--- config.mk ---
export PLATFORM = sky130hd
export DESIGN_NAME = fetch_pc_unit
export DESIGN_NICKNAME = d
export VERILOG_FILES = /design/src/rtl/fetch_pc_pkg.sv /design/src/rtl/fetch_btb.sv /design/src/rtl/fetch_pc_unit.sv
export SDC_FILE = /design/constraint.sdc
export NUM_CORES = 2
export LEC_CHECK = 0
export CAP_MARGIN = 25
export CORE_MARGIN = 10
export CORE_UTILIZATION = 63
export CTS_BUF_LIST = sky130_fd_sc_hd__clkbuf_8
export DETAILED_ROUTE_END_ITERATION = 7
export PLACE_DENSITY = 0.82
export SYNTH_ARGS = -nofsm -noshare
export SYNTH_HDL_FRONTEND = slang
export SYNTH_SLANG_ARGS = --single-unit
--- constraint.sdc ---
create_clock -name clk -period 11.2 [get_ports clk]
set_input_delay 1.12 -clock clk [delete_from_list [all_inputs] [get_ports clk]]
set_output_delay 1.12 -clock clk [all_outputs]
set_load 0.05 [all_outputs]
--- src/rtl/fetch_pc_pkg.sv ---
// Shared types for the fetch PC unit: BTB counter encoding, entry layout and
// saturating counter helpers.
package fetch_pc_pkg;

  localparam int unsigned BTB_XLEN  = 32;
  localparam int unsigned BTB_DEPTH = 16;
  localparam int unsigned BTB_IDX_W = $clog2(BTB_DEPTH);
  localparam int unsigned BTB_TAG_W = BTB_XLEN - BTB_IDX_W - 2;

  typedef enum logic [1:0] {
    SNT = 2'd0,
    WNT = 2'd1,
    WT  = 2'd2,
    ST  = 2'd3
  } ctr_t;

  typedef struct packed {
    logic                 valid;
    logic [BTB_TAG_W-1:0] tag;
    logic [BTB_XLEN-1:0]  target;
    ctr_t                 ctr;
  } btb_entry_t;

  function automatic ctr_t sat_inc(input ctr_t c);
    return (c == ST) ? ST : ctr_t'(c + 2'd1);
  endfunction

  function automatic ctr_t sat_dec(input ctr_t c);
    return (c == SNT) ? SNT : ctr_t'(c - 2'd1);
  endfunction

endpackage

--- src/rtl/fetch_btb.sv ---
// Direct-mapped branch target buffer: combinational lookup on the fetch PC,
// one-cycle update from execute, async clear of the valid bits only.
module fetch_btb
  import fetch_pc_pkg::*;
#(
  parameter int unsigned XLEN        = BTB_XLEN,
  parameter int unsigned BTB_ENTRIES = BTB_DEPTH
) (
  input  logic            clk,
  input  logic            rst,
  input  logic [XLEN-1:0] lookup_pc,
  input  logic            upd_valid,
  input  logic [XLEN-1:0] upd_pc,
  input  logic [XLEN-1:0] upd_target,
  input  logic            upd_taken,
  output logic            pred_taken,
  output logic [XLEN-1:0] pred_target
);

  localparam int unsigned IDX_W = $clog2(BTB_ENTRIES);
  localparam int unsigned TAG_W = XLEN - IDX_W - 2;

  btb_entry_t        mem [BTB_ENTRIES];
  btb_entry_t        lk_e;
  btb_entry_t        up_e;
  btb_entry_t        wr_e;
  logic [IDX_W-1:0]  lk_idx;
  logic [IDX_W-1:0]  up_idx;
  logic [TAG_W-1:0]  lk_tag;
  logic [TAG_W-1:0]  up_tag;
  logic              lk_hit;
  logic              up_hit;
  logic              up_en;
  logic              unused_bits;

  assign lk_idx      = lookup_pc[IDX_W+1:2];
  assign lk_tag      = lookup_pc[XLEN-1:IDX_W+2];
  assign up_idx      = upd_pc[IDX_W+1:2];
  assign up_tag      = upd_pc[XLEN-1:IDX_W+2];
  assign unused_bits = ^{lookup_pc[1:0], upd_pc[1:0]};

  always_comb begin
    lk_e        = mem[lk_idx];
    lk_hit      = lk_e.valid && (lk_e.tag == BTB_TAG_W'(lk_tag));
    pred_taken  = lk_hit && (lk_e.ctr inside {WT, ST});
    pred_target = pred_taken ? XLEN'(lk_e.target) : '0;
  end

  // Miss + not-taken leaves the entry alone so a cold branch cannot evict a
  // trained alias sharing the same index.
  always_comb begin
    up_e   = mem[up_idx];
    up_hit = up_e.valid && (up_e.tag == BTB_TAG_W'(up_tag));
    wr_e   = up_e;
    up_en  = 1'b0;
    if (upd_valid) begin
      if (up_hit) begin
        up_en = 1'b1;
        if (upd_taken) begin
          wr_e.ctr    = sat_inc(up_e.ctr);
          wr_e.target = BTB_XLEN'(upd_target);
        end else begin
          wr_e.ctr = sat_dec(up_e.ctr);
        end
      end else if (upd_taken) begin
        up_en       = 1'b1;
        wr_e.valid  = 1'b1;
        wr_e.tag    = BTB_TAG_W'(up_tag);
        wr_e.target = BTB_XLEN'(upd_target);
        wr_e.ctr    = WT;
      end
    end
  end

  always_ff @(posedge clk or posedge rst) begin
    if (rst) begin
      for (int unsigned i = 0; i < BTB_ENTRIES; i++) begin
        mem[i].valid <= 1'b0;
      end
    end else if (up_en) begin
      mem[up_idx] <= wr_e;
    end
  end

endmodule

--- src/rtl/fetch_pc_unit.sv ---
// Fetch-stage PC register with trap/redirect/stall/BTB/sequential next-PC
// selection for the RV32I pipeline.
module fetch_pc_unit
  import fetch_pc_pkg::*;
#(
  parameter int unsigned     XLEN        = BTB_XLEN,
  parameter logic [XLEN-1:0] RESET_VEC   = '0,
  parameter int unsigned     BTB_ENTRIES = BTB_DEPTH
) (
  input  logic            clk,
  input  logic            rst,
  input  logic            stall_f,
  input  logic            redirect_e,
  input  logic [XLEN-1:0] redirect_pc_e,
  input  logic            trap_valid,
  input  logic [XLEN-1:0] trap_pc,
  input  logic            btb_upd_valid,
  input  logic [XLEN-1:0] btb_upd_pc,
  input  logic [XLEN-1:0] btb_upd_target,
  input  logic            btb_upd_taken,
  output logic [XLEN-1:0] pc_f,
  output logic            pred_taken_f,
  output logic [XLEN-1:0] pred_target_f
);

  logic [XLEN-1:0] pc_q;
  logic [XLEN-1:0] next_pc;

  fetch_btb #(
    .XLEN        (XLEN),
    .BTB_ENTRIES (BTB_ENTRIES)
  ) u_btb (
    .clk         (clk),
    .rst         (rst),
    .lookup_pc   (pc_q),
    .upd_valid   (btb_upd_valid),
    .upd_pc      (btb_upd_pc),
    .upd_target  (btb_upd_target),
    .upd_taken   (btb_upd_taken),
    .pred_taken  (pred_taken_f),
    .pred_target (pred_target_f)
  );

  // Trap and redirect outrank stall; the prediction only steers an unstalled PC.
  always_comb begin
    next_pc = pc_q + XLEN'(4);
    if (trap_valid) begin
      next_pc = trap_pc;
    end else if (redirect_e) begin
      next_pc = redirect_pc_e;
    end else if (stall_f) begin
      next_pc = pc_q;
    end else if (pred_taken_f) begin
      next_pc = pred_target_f;
    end
  end

  always_ff @(posedge clk or posedge rst) begin
    if (rst) begin
      pc_q <= RESET_VEC;
    end else begin
      pc_q <= next_pc;
    end
  end

  assign pc_f = pc_q;

endmodule

==> flow_metrics.tcl <==
set metrics [dict create \
    combPwrFrac_pct 16.3 \
    root_buffer "clkbuf_8" \
    clock_power_share_pct 34.4 \
    p_sw_w 0.00246 \
    layout_min_cycle_time_ps 8610 \
    async_reset_ff_share_pct 4.76 \
    drv_cap 0 \
    worst_slew_pin_slew_ps 1260 \
    die-area_um2 90000 \
    p_int_w 0.00639 \
    powerDensity_nw_per_um2 159 \
    status "finished, final reports clean" \
    rsz0062_at_grt "no" \
    grt_pass1_wl_mm 214 \
    yosysSeqAreaShare_pct 60.8 \
    seqPwrFrac_pct 49.2 \
    p_sw_share_pct 27.8 \
    cpLargestDelayFamily "buffers and inverters" \
    dr.pass1.iters 8 \
    cts_sinks 1008 \
    yosys_warnings 0 \
    path_buf_inv 5 \
    max-clock-path-buffers 3 \
    dpl_cell_area_um2 52400 \
    endpoint_kind "output port" \
    ir_drop_v 0.000128 \
    ys_types 83 \
    drive_gt1_share_pct 30.7 \
    rows 102 \
    max_freq_ghz 0.116 \
    timing.setup.tns_ps 0 \
    cp.arrival_ps 7490 \
    grt_max_degree 168 \
    grt_usage_pct 32.9 \
    clock_latency_ps 830 \
    fin_crit_sh_pct 76.9 \
    synth_area_per_cell_um2 18.5 \
    drtIter0Drc 4635 \
    startpoint_type "flop" \
    reg2regPathDepth 12 \
    vias_per_cell 7.50 \
    required_ps 10080 \
    cts_setup_buffers 0 \
    antenna_found_initial 8 \
    cts_hold_buf 0 \
    cts_tree "yes" \
    crit_chain "buf_12 -> inv_2 -> mux2i_1 -> mux2i_1 -> xor2_1 -> or4_4 -> or3_4 -> or3_4 -> inv_2 -> buf_4 -> and2_1 -> clkdlybuf4s50_1" \
    final_area_um2 55600 \
    clk_pin_slew_ps 70 \
    cts_buffers 158 \
    htree_levels 4 \
    die_w_um 300 \
    r2r-start "pc_f[3]$_DFFE_PP0P_" \
    ys_seq_elements 1008 \
    slew_viol_final 0 \
    drt-wirelength-per-cell_um 36.3 \
    crit_type "reg2out" \
    ys.flop_type "edfxtp_1" \
    cp-endpoint "pred_target_f[23]" \
    slew_headroom_pct 16.0 \
    finalClockSkew_ps 41.5 \
    cp_max_fo 128 \
    slowest_stage "dfrtp_4" \
    routed_wl_mm 148 \
    start_util_pct 63.7 \
    synthesis.instances 2676 \
    antenna_left 0 \
    gp_routability_congestion 0.989 \
    hold_path.class "reg2reg" \
    leakagePower_nw 18.3 \
    crit_start "pc_f[3]$_DFFE_PP0P_" \
    route.detailed.drc 0 \
    final_hold_viol_count 0 \
    die_h_um 300 \
    syn_area_um2 49400 \
    grt.overflow.total 0 \
    worst-r2r-setup-slack_ps 4890 \
    syn_to_final_growth_pct 12.5 \
    first_global_vias 31100 \
    io_pins 200 \
    syn_nets 2812 \
    numPortBuffers 197 \
    place.detailed.hpwl_mm 89.8 \
    dr_total_vias 30600 \
    setup-violations-final 0 \
    synth_edf_count 960 \
    nets 3050 \
    cpPeakStageDelay_ps 1070 \
    fp.coreArea_um2 77600 \
    rr_endpoint "pc_f[16]$_DFFE_PP0P_" \
    cts_resized 0 \
    cp.depth 12 \
]
## how the worst min path moves through the flow
| stage | from | to | slack [ps] | cells after the start |
|---|---|---|---|---|
| after global placement | u_btb.mem[365]$_DFFE_PP0P_ | u_btb.mem[365]$_DFFE_PP0P_ | 480 | 1 |
| final | u_btb.mem[365]$_DFFE_PP0P_ | u_btb.mem[365]$_DFFE_PP0P_ | 510 | 1 |
| after floorplan | u_btb.mem[792]$_DFFE_PP0P_ | u_btb.mem[792]$_DFFE_PP0P_ | 440 | 1 |
| after global routing | u_btb.mem[426]$_DFFE_PP0P_ | u_btb.mem[426]$_DFFE_PP0P_ | 510 | 1 |
| after CTS | u_btb.mem[121]$_DFFE_PP0P_ | u_btb.mem[121]$_DFFE_PP0P_ | 500 | 1 |
| after detailed placement | u_btb.mem[121]$_DFFE_PP0P_ | u_btb.mem[121]$_DFFE_PP0P_ | 490 | 1 |
## synthesized netlist by cell type, types with 6 or more instances
master / instances / area, um2
nor4_1: 15 / 93.8
nand3_1: 17 / 85.1
dfrtp_1: 48 / 1200
o21ai_0: 56 / 280
a21o_1: 19 / 143
mux2i_1: 95 / 951
o211ai_1: 7 / 52.6
nand2b_1: 9 / 56.3
nand2_1: 197 / 739
and2_1: 34 / 213
inv_1: 32 / 120
xnor2_1: 37 / 324
buf_2: 45 / 225
o21bai_1: 11 / 82.6
clkbuf_1: 93 / 349
a311oi_1: 6 / 52.6
o22ai_1: 16 / 100
and3_1: 6 / 37.5
nor3_1: 23 / 115
a31oi_1: 11 / 68.8
or2_2: 8 / 50.1
o31ai_1: 9 / 67.6
buf_6: 12 / 135
mux2_2: 48 / 541
or3_1: 7 / 43.8
nor2_1: 53 / 199
buf_1: 27 / 101
a21oi_1: 41 / 205
mux4_2: 549 / 12400
a211oi_1: 6 / 45.0
nand4_1: 10 / 62.6
nor2b_1: 8 / 50.1
a22o_1: 18 / 158
xor2_1: 26 / 228
buf_4: 19 / 143
edfxtp_1: 960 / 28800
a22oi_1: 12 / 90.1
## cell usage in the layout, fill, tap and decap left out, types with 26 or more instances in the layout
cell	count
dfrtp_1	44
nand2_1	196
a21oi_1	41
clkbuf_8	161
mux2i_1	95
clkdlybuf4s50_1	192
edfxtp_1	960
buf_4	66
xor2_1	26
inv_1	78
mux4_2	549
nor2_1	52
o21ai_0	56
and2_1	33
clkinv_1	36
xnor2_1	37
mux2_2	48
## power by group through the flow
stage                     Sequential (W)  Clock, W  Combinational (W)
after CTS                        0.00435   0.00307            0.00141
final                            0.00436   0.00305            0.00145
after global placement           0.00442         0            0.00138
after floorplan                  0.00441         0           0.000922
after global routing             0.00436   0.00324            0.00150
after detailed placement         0.00443         0            0.00141
## stage by stage
step | power, W | utilization (%) | setup slack (ps) | hold WS (ps) | instances
2_1_floorplan | 0.00533 | - | 527 | 444 | 2676
3_3_place_gp | 0.00580 | 67.5 | 3320 | 477 | 3782
3_5_place_dp | 0.00583 | 67.6 | 3240 | 485 | 3788
4_1_cts | 0.00883 | 71.5 | 2670 | 498 | 4073
5_1_grt | 0.00910 | 71.7 | 2450 | 513 | 4082
6_report | 0.00885 | 71.7 | 2590 | 512 | 4082
## cell families (layout without fill, tap and decap cells)
logic type / after synthesis / in the layout / synth area share (%)
compound gates: 260 / 260 / 3.62
fa+ha+maj: 1 / 1 / 0.0253
xor+xnor: 63 / 63 / 1.12
other cells: 0 / 3 / 0
buf+inv: 233 / 596 / 2.25
mux: 697 / 697 / 28.2
simple gates: 414 / 414 / 4.03
flops: 1008 / 1008 / 60.8
## layout make-up
| class | count | area (um2) |
|---|---|---|
| Antenna cell | 3 | 7.51 |
| Clock buffer | 161 | 2220 |
| Clock inverter | 124 | 833 |
| Fill cell | 4718 | 22000 |
| Inverter | 35 | 134 |
| Multi-Input combinational cell | 1435 | 18400 |
| Sequential cell | 1008 | 30000 |
| Tap cell | 1040 | 1300 |
| Timing Repair Buffer | 276 | 2700 |
## state kept, by name, indices dropped and copies added (netlist names)
register / flops
u_btb.mem: 976
pc_f: 32
## routing by layer
layer | up-vias | track usage (%) | share of wire [%] | wire length [um]
met3 | 389 | 10.8 | 15 | 21900
met5 | - | 0 | 0.0047 | 7
met1 | 15700 | 45.3 | 35 | 51800
met2 | 2704 | 48.4 | 46 | 68100
met4 | 2 | 13.9 | 4.1 | 6100
li1 | 11800 | - | - | -
(Power assumes the default switching activity.)
